$ cat src/rtl/branch_outcome_tracker_if.sv
// branch_outcome_tracker_if: predictor/resolve/update signal bundle for branch_outcome_tracker.
// Stats signals exist only when BOT_STATS_EN is defined.
interface branch_outcome_tracker_if #(parameter int PTR_W = 2);
  logic pred_valid;
  logic pred_taken;
  logic pred_ready;
  logic resolve_valid;
  logic resolve_taken;
  logic upd_result;
  logic upd_taken;
  logic mispredict;
  logic [PTR_W:0] count;
  logic err_overflow;
  logic err_underflow;
`ifdef BOT_STATS_EN
  logic [15:0] stat_resolved;
  logic [15:0] stat_mispred;
  modport master (
    output pred_valid, pred_taken, resolve_valid, resolve_taken,
    input pred_ready, upd_result, upd_taken, mispredict, count, err_overflow, err_underflow,
    input stat_resolved, stat_mispred
  );
  modport slave (
    input pred_valid, pred_taken, resolve_valid, resolve_taken,
    output pred_ready, upd_result, upd_taken, mispredict, count, err_overflow, err_underflow,
    output stat_resolved, stat_mispred
  );
`else
  modport master (
    output pred_valid, pred_taken, resolve_valid, resolve_taken,
    input pred_ready, upd_result, upd_taken, mispredict, count, err_overflow, err_underflow
  );
  modport slave (
    input pred_valid, pred_taken, resolve_valid, resolve_taken,
    output pred_ready, upd_result, upd_taken, mispredict, count, err_overflow, err_underflow
  );
`endif
endinterface

$ cat src/rtl/branch_outcome_tracker.sv
// branch_outcome_tracker: in-order queue of predictions that drives predictor counter updates
// and flushes wrong-path entries on mispredict; optional BOT_STATS_EN adds saturating counters.
module branch_outcome_tracker #(
  parameter int DEPTH = 4,
  parameter int PTR_W = 2
) (
  input logic clk,
  input logic rst_n,
  branch_outcome_tracker_if.slave bus
);
  localparam logic [PTR_W:0] FULL = (PTR_W+1)'(DEPTH);
  logic [DEPTH-1:0] mem;
  logic [PTR_W-1:0] wr_ptr, rd_ptr;
  logic full, empty, pop, mis, push, ovf, unf;
  always_comb begin
    full = bus.count == FULL;
    empty = bus.count == '0;
    pop = bus.resolve_valid & ~empty;
    mis = pop & (mem[rd_ptr] != bus.resolve_taken);
    // a mispredicting pop discards any same-cycle push as wrong-path
    push = bus.pred_valid & (~full | pop) & ~mis;
    ovf = bus.pred_valid & full & ~pop;
    unf = bus.resolve_valid & empty;
  end
  assign bus.pred_ready = ~full;
  always_ff @(posedge clk)
    if (push) mem[wr_ptr] <= bus.pred_taken;
  always_ff @(posedge clk) begin
    if (!rst_n) begin
      wr_ptr <= '0;
      rd_ptr <= '0;
      bus.count <= '0;
      bus.upd_result <= 1'b0;
      bus.upd_taken <= 1'b0;
      bus.mispredict <= 1'b0;
      bus.err_overflow <= 1'b0;
      bus.err_underflow <= 1'b0;
    end else begin
      wr_ptr <= push ? wr_ptr + 1'b1 : wr_ptr;
      rd_ptr <= mis ? wr_ptr : pop ? rd_ptr + 1'b1 : rd_ptr;
      bus.count <= mis ? '0 : bus.count + {{PTR_W{1'b0}}, push} - {{PTR_W{1'b0}}, pop};
      bus.upd_result <= pop;
      bus.upd_taken <= pop ? bus.resolve_taken : bus.upd_taken;
      bus.mispredict <= mis;
      bus.err_overflow <= bus.err_overflow | ovf;
      bus.err_underflow <= bus.err_underflow | unf;
    end
  end
`ifdef BOT_STATS_EN
  always_ff @(posedge clk) begin
    if (!rst_n) begin
      bus.stat_resolved <= '0;
      bus.stat_mispred <= '0;
    end else begin
      bus.stat_resolved <= (pop && bus.stat_resolved != 16'hFFFF) ? bus.stat_resolved + 16'd1 : bus.stat_resolved;
      bus.stat_mispred <= (mis && bus.stat_mispred != 16'hFFFF) ? bus.stat_mispred + 16'd1 : bus.stat_mispred;
    end
  end
`endif
endmodule
$ cat src/flat_wrapper.sv
// flat-port wrapper written by rule: the top's interface ports become plain ports
module branch_outcome_tracker_flat 
#(
  parameter int DEPTH = 4,
  parameter int PTR_W = 2
)
  (clk, rst_n, bus_pred_valid, bus_pred_taken, bus_resolve_valid, bus_resolve_taken, bus_pred_ready, bus_upd_result, bus_upd_taken, bus_mispredict, bus_count, bus_err_overflow, bus_err_underflow);
  branch_outcome_tracker_if #(.PTR_W(PTR_W)) bus_i ();
  input logic clk;
  input logic rst_n;
  input wire logic [$bits(bus_i.pred_valid)-1:0] bus_pred_valid;
  input wire logic [$bits(bus_i.pred_taken)-1:0] bus_pred_taken;
  input wire logic [$bits(bus_i.resolve_valid)-1:0] bus_resolve_valid;
  input wire logic [$bits(bus_i.resolve_taken)-1:0] bus_resolve_taken;
  output wire logic [$bits(bus_i.pred_ready)-1:0] bus_pred_ready;
  output wire logic [$bits(bus_i.upd_result)-1:0] bus_upd_result;
  output wire logic [$bits(bus_i.upd_taken)-1:0] bus_upd_taken;
  output wire logic [$bits(bus_i.mispredict)-1:0] bus_mispredict;
  output wire logic [$bits(bus_i.count)-1:0] bus_count;
  output wire logic [$bits(bus_i.err_overflow)-1:0] bus_err_overflow;
  output wire logic [$bits(bus_i.err_underflow)-1:0] bus_err_underflow;
  assign bus_i.pred_valid = bus_pred_valid;
  assign bus_i.pred_taken = bus_pred_taken;
  assign bus_i.resolve_valid = bus_resolve_valid;
  assign bus_i.resolve_taken = bus_resolve_taken;
  assign bus_pred_ready = bus_i.pred_ready;
  assign bus_upd_result = bus_i.upd_result;
  assign bus_upd_taken = bus_i.upd_taken;
  assign bus_mispredict = bus_i.mispredict;
  assign bus_count = bus_i.count;
  assign bus_err_overflow = bus_i.err_overflow;
  assign bus_err_underflow = bus_i.err_underflow;
  branch_outcome_tracker #(.DEPTH(DEPTH), .PTR_W(PTR_W)) u_core (.clk(clk), .rst_n(rst_n), .bus(bus_i));
endmodule
$ cat config.mk
export PLATFORM = sky130hd
export DESIGN_NAME = branch_outcome_tracker_flat
export DESIGN_NICKNAME = d
export VERILOG_FILES = /design/src/rtl/branch_outcome_tracker_if.sv /design/src/rtl/branch_outcome_tracker.sv /design/src/flat_wrapper.sv
export SDC_FILE = /design/constraint.sdc
export NUM_CORES = 1
export LEC_CHECK = 0
export ABC_CLOCK_PERIOD_IN_PS = 7900
export CAP_MARGIN = 20
export CORE_UTILIZATION = 54
export DETAILED_ROUTE_END_ITERATION = 16
export GPL_ROUTABILITY_DRIVEN = 0
export GPL_TIMING_DRIVEN = 0
export PLACE_DENSITY = 0.91
export SYNTH_ARGS = -nofsm -noshare
export SYNTH_HDL_FRONTEND = slang
export SYNTH_SLANG_ARGS = --single-unit
$ cat constraint.sdc
create_clock -name clk -period 7.9 [get_ports clk]
set_clock_uncertainty 0.2 [all_clocks]
set_input_delay 1.185 -clock clk [delete_from_list [all_inputs] [get_ports clk]]
set_output_delay 1.185 -clock clk [all_outputs]
set_load 0.01 [all_outputs]
# --- Word-level counts from Yosys, hierarchy flattened ---
# Cells that the tools add are included.
# Widths: inputs -> output; s select.
totals:
  register_bits: 16
  latch_bits: 0
  mem_bits_rw: 0
  mem_bits_ro: 0
  input_bits: 6
  output_inout_bits: 9
  word_cells: 44
  mem_count: 0
classes:
  n_addsub: 4
  n_mul: 0
  div: 0
  n_lt_le_gt_ge: 3
  eq_ne: 2
  shifts: 0
  muxes: 7
  bitwise_logic: 15
  n_reduce_logical: 4
ops:
  columns: ["op", "n"]
  rows:
  - ["$and 1x1->1", 7]
  - ["$lt 2x3->1 const B", 2]
  - ["$not 1->1", 5]
  - ["$add 2x1->2 const B", 2]
  - ["$bwmux 4", 1]
  - ["$mux 2", 2]
  - ["$add 3x1->3", 1]
  - ["$eq 3x3->1 const B", 1]
  - ["$logic_not 3->1", 1]
  - ["$or 1x1->1", 3]
  - ["$sub 3x1->3", 1]
  - ["$bmux 1 s2", 1]
  - ["$demux 1 s2", 1]
  - ["$ge 2x1->1 const B", 1]
  - ["$mux 1", 2]
  - ["$reduce_bool 2->1", 1]
  - ["$reduce_or 2->1", 1]
  - ["$logic_and 1x1->1", 1]
  - ["$ne 1x1->1", 1]

# --- Logic depth before layout (Yosys ltp) ---
# Gate-level depths: netlist of run 1.
depth:
  ltp_word: 8
  depth_mapped: 10

# --- Worst setup path before layout of run 1 ---
# Ideal clock, no wire load.
synth_path:
  kind: "input-to-reg"
  from: "input port bus_resolve_valid"
  to: "register u_core.bus.count[2]"
  setup_ns: 0.126
  t_arrival_ns: 3.033
  setup_slack_ns: 4.542
  path_stages: 9
  cell_sequence: "or4b_2 and2_1 a21boi_0 ha_1 inv_1 fa_1 xor2_1 xnor2_1 nor2_1"
synth_via:
  elab_chain_len: 6
synth_lines:
  columns: ["item", "line", "text"]
  rows:
  - ["from (decl)", "flat_wrapper.sv:13", "input wire logic [$bits(bus_i.resolve_valid)-1:0] bus_resolve_valid;"]
  - ["$and 1x1->1 *", "branch_outcome_tracker.sv:18", "pop = bus.resolve_valid & ~empty;"]
  - ["$or 1x1->1 / $and 1x1->1 (equally long branches)", "branch_outcome_tracker.sv:21, branch_outcome_tracker.sv:19", null]
  - ["$and 1x1->1 / $not 1->1 (equally long branches)", "branch_outcome_tracker.sv:21", "push = bus.pred_valid & (~full | pop) & ~mis;"]
  - ["$and 1x1->1 *", "branch_outcome_tracker.sv:21", null]
  - ["net u_core.push", "branch_outcome_tracker.sv:14", "logic full, empty, pop, mis, push, ovf, unf;"]
  - ["$add 3x1->3 *", "branch_outcome_tracker.sv:41", "bus.count <= mis ? '0 : bus.count + {{PTR_W{1'b0}}, push} - {{PTR_W{1'b0}}, pop};"]
  - ["$sub 3x1->3 *", "branch_outcome_tracker.sv:41", null]
  - ["to (signal assigned)", "branch_outcome_tracker.sv:41", null]
  - ["to (decl)", "branch_outcome_tracker_if.sv:35", "output pred_ready, upd_result, upd_taken, mispredict, count, err_overflow, err_underflow"]
# Mark *: on every way through the listed nets, which the timed path passes. The rest lies on a longest branch.
# A chain may end at the register's enable or synchronous reset.

# --- Worst setup path in the final report of run 1 ---
# Same ends and word-level chain as after synthesis.

==> metrics.txt, run 1 <==
Clock transition at path regs=0.09 ns; most common cell after layout, fill and taps aside=clkdlybuf4s50_1; min cycle time layout=3.69 ns; Worst Path Required=between 7 and 8 ns; drc violations=0; R2R setup slack=4.88 ns; status=completed; worst relative slew slack=0.659; worst hold stages=2; max_cap viols=0; Post-CTS Hold Fix Bufs=0; final setup vio count=0; cts repair resizes=0; r2r startpoint=u_core.rd_ptr[0]$_SDFFE_PN0P_; DRT Pass-1 Iters=4; Initial Util=0.613; worst r2r path cells=9; net count of the finished layout=114; die width=slightly above 40 um; Avg Cell Area, Syn=10.2 um2; number of failing hold endpoints at the final stage=0; ANT nets after route=0; # IOs=15; post-DR wirelength/cell=14.8 um; setup TNS=0 ns; Inserted Clock Buffers=3; post-synthesis register bit count=16; Worst Path Arrival=roughly 3.7 ns; CP Launch Point=bus_resolve_valid; Die ar.=1710 um2; CTS H-tree lvls=1; Cell variety after synth=34; die height=41.4 um; share of layout cells above drive strength 1=0.0900; postcts setup bufs=0; register area share after synthesis=0.430; Crit Path Category=primary input to register; final count of pins violating max slew=0; FMAX=0.271 GHz; row count=13; CP Launch Type=primary input; period utilization=0.467; Peak supply drop=roughly 0.22 mV; worst skew pair latency=between 0.2 and 0.3 ns; CTS tree=yes; Area after DPL=996 um2; Non-Filler Cell Area, Final=a little over 1000 um2; number of antenna violations at the first check in global routing=0; Yosys warning count=0; Antenna Cells=0; syn_nets=95; first-pass GRT wire length=~2400 um; GRT overflow=0; 1st-iter DRT viols=11; hold_ws=0.278 ns; Crit. End Element=register; Routed WL=~1700 um; synth-to-layout area growth=23.3%; clk sinks=16; Crit Path Max Fanout=5; Via-to-Cell Ratio=~6; cell area after synthesis=837 um2; Hold Startpoint=u_core.bus.err_underflow$_SDFF_PN0_; vias in the first global route=~570; leakage power=0.000412 uW; core area=1370 um2; Clock Tree Buf Depth=2; Tot GR Track Use=0.238; post-DP HPWL=1270 um; power per cell area=325 nW/um2; Hold Path Class=register to register; unrepaired setup endpoints after global routing=false; most frequent cells in the layout=clkdlybuf4s50_1 (14), dfxtp_1 (12), inv_1 (8), nor2_1 (8); # fillers=slightly above 90; pin count of the biggest net entering global routing=11; slew of the pin with the lowest slew margin=0.507 ns; port bufs=14; root buf cell=clkbuf_4; Cells after Synth=82; routed via count=676
-- Yosys cell counts --
cell type | instances | area, um2
a21boi_0 | 1 | 7.51
a21oi_1 | 2 | 10.0
a311o_1 | 1 | 10.0
a31oi_1 | 1 | 6.26
a41oi_1 | 1 | 8.76
and2_1 | 6 | 37.5
and3_1 | 1 | 6.26
clkbuf_1 | 1 | 3.75
clkinv_1 | 1 | 3.75
dfxtp_1 | 12 | 240
edfxtp_1 | 4 | 120
fa_1 | 1 | 20.0
ha_1 | 6 | 75.1
inv_1 | 8 | 30.0
mux4_2 | 1 | 22.5
nand2_1 | 5 | 18.8
nand3_1 | 2 | 10.0
nand4_1 | 2 | 12.5
nand4b_1 | 1 | 8.76
nor2_1 | 8 | 30.0
nor2b_1 | 1 | 6.26
nor3_1 | 2 | 10.0
nor4_1 | 1 | 6.26
nor4b_1 | 1 | 8.76
o21ai_0 | 1 | 5.00
o221a_2 | 1 | 11.3
o31ai_1 | 3 | 22.5
or3_1 | 1 | 6.26
or4_1 | 1 | 7.51
or4b_2 | 1 | 10.0
xnor2_1 | 1 | 8.76
xnor2_4 | 1 | 27.5
xor2_1 | 1 | 8.76
xor2_2 | 1 | 16.3
-- routing by layer --
metal	vias to the layer above	part of all wire	track usage
li1	325	-	-
met1	321	0.42	0.227
met2	26	0.51	0.434
met3	4	0.050	0.0798
met4	0	0.022	0.145
met5	-	0	0
-- final cells by class --
cell class / count / area, um2 / share of cell area
Tap cell: 15 / 18.8 / 0.0182
Clock buffer: 4 / 36.3 / 0.0352
Buffer: 1 / 3.75 / 0.00364
Timing Repair Buffer: 14 / 140 / 0.136
Multi-Input combinational cell: 56 / 439 / 0.425
Inverter: 9 / 33.8 / 0.0327
Sequential cell: 16 / 360 / 0.349
-- registers in the layout (all words and copies together) (netlist names) --
name and count:
u_core.wr_ptr 2, u_core.mem 4, u_core.bus.upd_taken 1, u_core.bus.upd_result 1, u_core.bus.err_underflow 1, u_core.rd_ptr 2, u_core.bus.err_overflow 1, u_core.bus.count 3
u_core.bus.mispredict 1
-- worst max-delay path, cell delays in order --
cell and delay [ns]:
clkdlybuf4s50_1 0.46, or4b_2 0.74, and2_1 0.23, a21boi_0 0.20, ha_1 0.26, inv_1 0.06, fa_1 0.17, xor2_1 0.17
xnor2_1 0.13, nor2_1 0.05
-- power by group --
| part | switching (uW) | internal (uW) |
|---|---|---|
| Clock | 26.4 | 28.1 |
| Combinational | 75.9 | 74.4 |
| Sequential | 23.1 | 107 |
| Total | 125 | 210 |
-- cells by family (layout without fill, tap and decap cells) --
group | after synthesis | count (layout) | synth area share
flops | 16 | 16 | 0.430
buf+inv | 10 | 28 | 0.0448
simple gates | 33 | 33 | 0.214
xor+xnor | 4 | 4 | 0.0733
compound gates | 11 | 11 | 0.0972
fa+ha+maj | 7 | 7 | 0.114
mux | 1 | 1 | 0.0269
-- per-stage QoR --
| stage | utilization | cells | power (uW) | worst slack, ns |
|---|---|---|---|---|
| final | 0.755 | 115 | 335 | 4.21 |
| after global placement | 0.729 | 111 | 273 | 3.94 |
| after CTS | 0.755 | 115 | 337 | 4.22 |
| after floorplan | - | 82 | 231 | 4.54 |
| after global routing | 0.755 | 115 | 360 | 4.08 |
| after detailed placement | 0.729 | 111 | 282 | 3.91 |
-- final timing paths --
path                                                             to
worst max-delay path                 u_core.bus.count[2]$_SDFF_PP0_
worst min-delay path            u_core.bus.err_underflow$_SDFF_PN0_
worst max register to register       u_core.bus.count[2]$_SDFF_PP0_
worst min register to register  u_core.bus.err_underflow$_SDFF_PN0_
(Power assumes the default switching activity.)
==> run 2, diff against run 1 <==
Settings changed: ABC_CLOCK_PERIOD_IN_PS 7900 to 3800, CORE_UTILIZATION 54 to 50, PLACE_DENSITY 0.91 to 0.86.
Clock period 7.9 ns to 3.8 ns, I/O delays scaled along.
==> run 2 against run 1 <==
  * Clock power is 72% higher
  * Utilization is 9.2 points lower
  * Die area is 7.6% higher
  * Combinational power is 110% higher
  * Hold slack worse by 0.023 ns
  * Largest cell class unchanged
==> metrics.txt, run 2 (same netlist as run 1, synthesis figures left out) <==
min cycle time layout=3.08 ns; CP Launch Type=primary input (unchanged); number of failing hold endpoints at the final stage=0 (unchanged); Final Core Density=0.664 (was 0.755); Buf/Inv on CP=2 (unchanged); ANT nets after route=0 (unchanged); unrepaired setup endpoints after global routing=false (unchanged); pre-CTS setup slack=0.419 ns (was 3.91 ns); Crit Path Category=primary input to register (unchanged); worst skew pair latency=0.29 ns (about the same); Via-to-Cell Ratio=5.67 (was 5.88); routed via count=658 (was 676); M3 GR Usage=0.0383 (was 0.0798); Worst Path Arrival=3.06 ns (was 3.66 ns); Worst Path Required=3.77 ns (was 7.88 ns); Critical Path, Cell by Cell=clkdlybuf4s50_1 > or4b_2 > and2_1 > a21boi_0 > ha_1 > inv_1 > fa_1 > xor2_1 > xnor2_1 > nor2_1 (unchanged); GRT overflow=0 (unchanged); die width=42.9 um (was 41.4 um); worst relative slew slack=0.666 (was 0.659); leakage power=0.000406 uW (was 0.000412 uW); Post-CTS Hold Fix Bufs=0 (unchanged); Inserted Clock Buffers=3 (unchanged); period utilization=0.812; met1 Usage GRT=0.247 (was 0.227); Crit Path Max Fanout=5 (unchanged); status=completed (unchanged); PnR worst setup slack=0.716 ns (was 4.21 ns); number of antenna violations at the first check in global routing=0 (unchanged); first-pass GRT wire length=2570 um (was 2430 um); most frequent cells in the layout=clkdlybuf4s50_1 (14), dfxtp_1 (12), inv_1 (8), nor2_1 (8) (unchanged); CTS tree=yes (unchanged); Initial Util=0.543 (was 0.613); final setup vio count=0 (unchanged); cell-internal power=419 uW (was 210 uW); Clock Tree Buf Depth=2 (unchanged); FMAX=0.324 GHz; Most flops, register=u_core.mem (unchanged); hold_ws=0.255 ns (was 0.278 ns); 1st-iter DRT viols=14 (was 11); max_cap viols=0 (unchanged); Logic pwr share=0.460 (was 0.448); root buf cell=clkbuf_4 (unchanged); Switch Pwr=251 uW (was 125 uW); sw frac=0.375 (was 0.374); port bufs=14 (unchanged); CTS H-tree lvls=1 (unchanged); # IOs=15 (unchanged); crit-path max cell delay=0.75 ns (was 0.74 ns); Clk pwr share=0.140 (was 0.163); Seq pwr share=0.400 (was 0.389); post-DP HPWL=1100 um (was 1270 um); vias in the first global route=593 (was 574); R2R setup slack=0.79 ns (was 4.88 ns); net count of the finished layout=114 (unchanged); pin count of the biggest net entering global routing=11 (unchanged); DRT Pass-1 Iters=4 (unchanged); synth-to-layout area growth=22.3% (was 23.3%); drc violations=0 (unchanged); met2 GRT Util=0.279 (was 0.434); most common cell after layout, fill and taps aside=clkdlybuf4s50_1 (unchanged); postcts setup bufs=0 (unchanged); row count=14 (was 13); max FFs per register=4 (unchanged); Antenna Cells=0 (unchanged); post-DR wirelength/cell=12.7 um (was 14.8 um); CP max-delay cell=or4b_2 (unchanged); Largest regs=u_core.mem (4), u_core.bus.count (3) (unchanged); Routed WL=1470 um (was 1700 um); die height=42.9 um (was 41.4 um); Top delay family on crit path=simple AND/OR/NAND/NOR gates (unchanged); Post-Place Cells=112 (was 111); global route hottest layer=met2 (unchanged); Hold Path Class=register to register (unchanged); Tot GR Track Use=0.189 (was 0.238); clk sinks=16 (unchanged); Peak supply drop=0.391 mV (was 0.221 mV); cts repair resizes=0 (unchanged); core area=1540 um2 (was 1370 um2); Crit. End Element=register (unchanged); Die ar.=1840 um2 (was 1710 um2); power per cell area=655 nW/um2 (was 325 nW/um2); final count of pins violating max slew=0 (unchanged); fin cells=116 (was 115); Clock transition at path regs=0.08 ns (was 0.09 ns); slew of the pin with the lowest slew margin=0.497 ns (was 0.507 ns); setup TNS=0 ns (unchanged); share of layout cells above drive strength 1=0.0800 (was 0.0900)
run 2: cell count changes in the layout (fill, tap and decap cells not counted):
cell and change:
clkbuf_1 +1, clkbuf_8 -1
run 2: power by group through the flow:
stage          combinational, uW  sequential, uW  clock [uW]
2_1_floorplan                207             273           0
3_3_place_gp                 299             269           0
3_5_place_dp                 311             273           0
4_1_cts                      314             269        97.0
5_1_grt                      349             277         102
6_report                     309             268        93.8
run 2: stage by stage:
| step | total power, uW | cell area (um2) |
|---|---|---|
| 2_1_floorplan | 480 | 837 |
| 3_3_place_gp | 569 | 997 |
| 3_5_place_dp | 583 | 997 |
| 4_1_cts | 679 | 1020 |
| 5_1_grt | 729 | 1020 |
| 6_report | 671 | 1020 |
run 2: cell type report:
type	count	area, um2
Multi-Input combinational cell	56	439
Sequential cell	16	360
Timing Repair Buffer	14	140
Buffer	1	3.75
Clock buffer	4	26.3
Inverter	9	33.8
Fill cell	130	518
Tap cell	16	20.0
run 2: path summary, 6_finish.rpt:
| check | startpoint | end | cells after the start |
|---|---|---|---|
| worst max-delay path | bus_resolve_valid | u_core.bus.count[2]$_SDFF_PP0_ | 10 |
| worst min-delay path | u_core.bus.upd_taken$_SDFFE_PN0N_ | u_core.bus.upd_taken$_SDFFE_PN0N_ | 2 |
| worst max register to register | u_core.rd_ptr[0]$_SDFFE_PN0P_ | u_core.bus.count[2]$_SDFF_PP0_ | 9 |
| worst min register to register | u_core.bus.upd_taken$_SDFFE_PN0N_ | u_core.bus.upd_taken$_SDFFE_PN0N_ | 2 |
run 2: worst reg2reg max path, cell delays in order, from the launching register on:
cell and delay, ns:
dfxtp_1 0.42, mux4_2 0.62, xor2_2 0.21, a21boi_0 0.45, ha_1 0.23, inv_1 0.05
fa_1 0.36, xor2_1 0.16, xnor2_1 0.14, nor2_1 0.05
run 2: metal layers:
metal,wire length [um],part of all wire
met3,78,0.053
met2,676,0.46
met1,676,0.46
met5,0,0
met4,36,0.025
==> run 3, diff against run 2 <==
Settings changed: ABC_CLOCK_PERIOD_IN_PS 3800 to 2750, CORE_UTILIZATION 50 to 45, PLACE_DENSITY 0.86 to 0.82.
Clock period 3.8 ns to 2.75 ns, I/O delays scaled along.
==> run 3 against run 2 <==
  * Sequential share of layout area decreased by 1.6 points
  * Worst setup slack got worse by 0.57 ns
  * First-iteration DRC count shrank 57%
  * Cell count rose by 8.6%
  * Design area rose by 5.7%
  * Routed wire length rose by 3.4%
  * Power is 45% higher
  * Highest routed layer unchanged
  * Sequential power rose by 41%
  * Count of clock-buffer cells in the layout stayed put
==> metrics.txt, run 3 (same netlist as run 1, synthesis figures left out) <==
Antenna Cells=0 (unchanged); first-pass GRT wire length=2470 um (was 2570 um); row count=15 (was 14); final setup vio count=0 (unchanged); Final Core Density=0.627 (was 0.664); status=completed (unchanged); Post-Place Cells=121 (was 112); core area=1730 um2 (was 1540 um2); max FFs per register=4 (unchanged); Initial Util=0.485 (was 0.543); Largest regs=u_core.mem (4), u_core.bus.count (3) (unchanged); Crit Path Category=register to register (was primary input to register); # IOs=15 (unchanged); CP Launch Type=register (was primary input); period utilization=0.948; die width=45.1 um (was 42.9 um); Die ar.=2040 um2 (was 1840 um2); synth-to-layout area growth=29.3% (was 22.3%); FMAX=0.384 GHz; pre-CTS setup slack=-0.460 ns (was 0.419 ns); die height=45.1 um (was 42.9 um); R2R setup slack=0.14 ns (was 0.79 ns); CTS H-tree lvls=1 (unchanged); power per cell area=898 nW/um2 (was 655 nW/um2); fin cells=126 (was 116); DRT Pass-1 Iters=6 (was 4); Area after DPL=1010 um2 (was 997 um2); 1st-iter DRT viols=6 (was 14); port bufs=14 (unchanged); post-DP HPWL=1060 um (was 1100 um); r2r startpoint=u_core.rd_ptr[0]$_SDFFE_PN0P_ (unchanged); pin count of the biggest net entering global routing=11 (unchanged); Hold Path Class=register to register (unchanged); Routed WL=1520 um (was 1470 um); slew of the pin with the lowest slew margin=0.388 ns (was 0.497 ns); number of antenna violations at the first check in global routing=0 (unchanged); worst skew pair latency=0.28 ns (was 0.29 ns); Crit Path Max Fanout=6 (was 5); net count of the finished layout=115 (was 114); Post-CTS Hold Fix Bufs=0 (unchanged); Clock transition at path regs=0.08 ns (about the same); Top delay family on crit path=multiplexers (was simple AND/OR/NAND/NOR gates); min cycle time layout=2.61 ns; Clock Tree Buf Depth=2 (unchanged); leakage power=0.000431 uW (was 0.000406 uW); ANT nets after route=0 (unchanged); Worst Path Arrival=2.57 ns (was 3.06 ns); Hold Startpoint=u_core.bus.upd_taken$_SDFFE_PN0N_ (unchanged); worst hold endpoint=u_core.bus.upd_taken$_SDFFE_PN0N_ (unchanged); Tot GR Track Use=0.171 (was 0.189); worst r2r path cells=9 (unchanged); most frequent cells in the layout=clkdlybuf4s50_1 (13), dfxtp_1 (11), inv_1 (8), nor2_1 (8), ha_1 (6) (was clkdlybuf4s50_1 (14), dfxtp_1 (12), inv_1 (8), nor2_1 (8)); final count of pins violating max slew=0 (unchanged); CTS tree=yes (unchanged); post-DR wirelength/cell=12.0 um (was 12.7 um); clk sinks=16 (unchanged); unrepaired setup endpoints after global routing=false (unchanged); worst relative slew slack=0.738 (was 0.666); share of layout cells above drive strength 1=0.129 (was 0.0800); number of failing hold endpoints at the final stage=0 (unchanged); CP max-delay cell=mux4_2 (was or4b_2); Critical Path, Cell by Cell=mux4_2 > xor2_4 > a21boi_4 > ha_1 > inv_1 > fa_1 > xor2_1 > xnor2_1 > nor2_1 (was clkdlybuf4s50_1 > or4b_2 > and2_1 > a21boi_0 > ha_1 > inv_1 > fa_1 > xor2_1 > xnor2_1 > nor2_1); most common cell after layout, fill and taps aside=clkdlybuf4s50_1 (unchanged); worst hold stages=2 (unchanged); Via-to-Cell Ratio=5.31 (was 5.67); vias in the first global route=613 (was 593); Worst Path Required=2.71 ns (was 3.77 ns); Peak supply drop=0.445 mV (was 0.391 mV); crit-path max cell delay=0.56 ns (was 0.75 ns); root buf cell=clkbuf_4 (unchanged); drc violations=0 (unchanged); PnR worst setup slack=0.144 ns (was 0.716 ns); max_cap viols=0 (unchanged); Non-Filler Cell Area, Final=1080 um2 (was 1020 um2); RR Endpoint=u_core.bus.count[2]$_SDFF_PP0_ (unchanged); Crit. End Element=register (unchanged); Most flops, register=u_core.mem (unchanged); Buf/Inv on CP=1 (was 2); Inserted Clock Buffers=3 (unchanged); routed via count=669 (was 658); GRT overflow=0 (unchanged)
-- run 3: power breakdown --
part           internal [uW]  total, uW  leakage (uW)  switching, uW
combinational            238        469      0.000280            231
clock                   56.3        125     0.0000150           68.8
sequential               311        378      0.000136           66.4
total                    606        972      0.000431            366
-- run 3: routing by layer --
metal,GRT usage,part of all wire,vias up
met2,0.293,0.50,18
met4,0.0909,0.020,0
li1,-,-,329
met3,0.0360,0.045,5
met5,0,0,-
met1,0.198,0.43,317
-- run 3: how the worst max path moves through the flow --
| stage | to | cells after the start | slack [ns] | startpoint |
|---|---|---|---|---|
| finish | u_core.bus.count[2]$_SDFF_PP0_ | 9 | 0.14 | u_core.rd_ptr[0]$_SDFFE_PN0P_ |
| floorplan | u_core.bus.count[2]$_SDFF_PP0_ | 9 | 0.007 | u_core.rd_ptr[0]$_SDFFE_PN0P_ |
| CTS | u_core.bus.count[2]$_SDFF_PP0_ | 9 | 0.03 | u_core.rd_ptr[0]$_SDFFE_PN0P_ |
| global route | u_core.bus.count[2]$_SDFF_PP0_ | 9 | 0.004 | u_core.rd_ptr[0]$_SDFFE_PN0P_ |
| global placement | u_core.bus.count[2]$_SDFF_PP0_ | 10 | -0.44 | bus_resolve_valid |
| detailed placement | u_core.bus.count[2]$_SDFF_PP0_ | 10 | -0.46 | bus_resolve_valid |
-- run 3: metrics by stage --
step                power [uW]  hold slack (ns)  setup TNS (ns)
floorplan                  663            0.281               0
global placement           788            0.244          -0.801
detailed placement         802            0.250          -0.888
CTS                        950            0.262               0
global route              1060            0.302               0
finish                     972            0.262               0
-- run 3: worst min-delay path, stage by stage, from the launching register on --
cell     delay [ns]
dfxtp_1        0.32
nand2_1        0.05
a21oi_1        0.05
-- run 3: layout make-up --
class	instances	area (um2)
buffer	1	3.75
sequential	16	364
tap	25	31.3
clock buffer	4	26.3
timing repair buffer	15	150
multi-input combinational	56	473
inverter	9	33.8
fill	153	644
-- run 3: timing repair --
action,CTS,global route
endpoints found under the hold margin,0,0
endpoints found under the setup margin,2,1
pin swaps,0,2
setup buffers,1,0
gates resized for setup,3,7
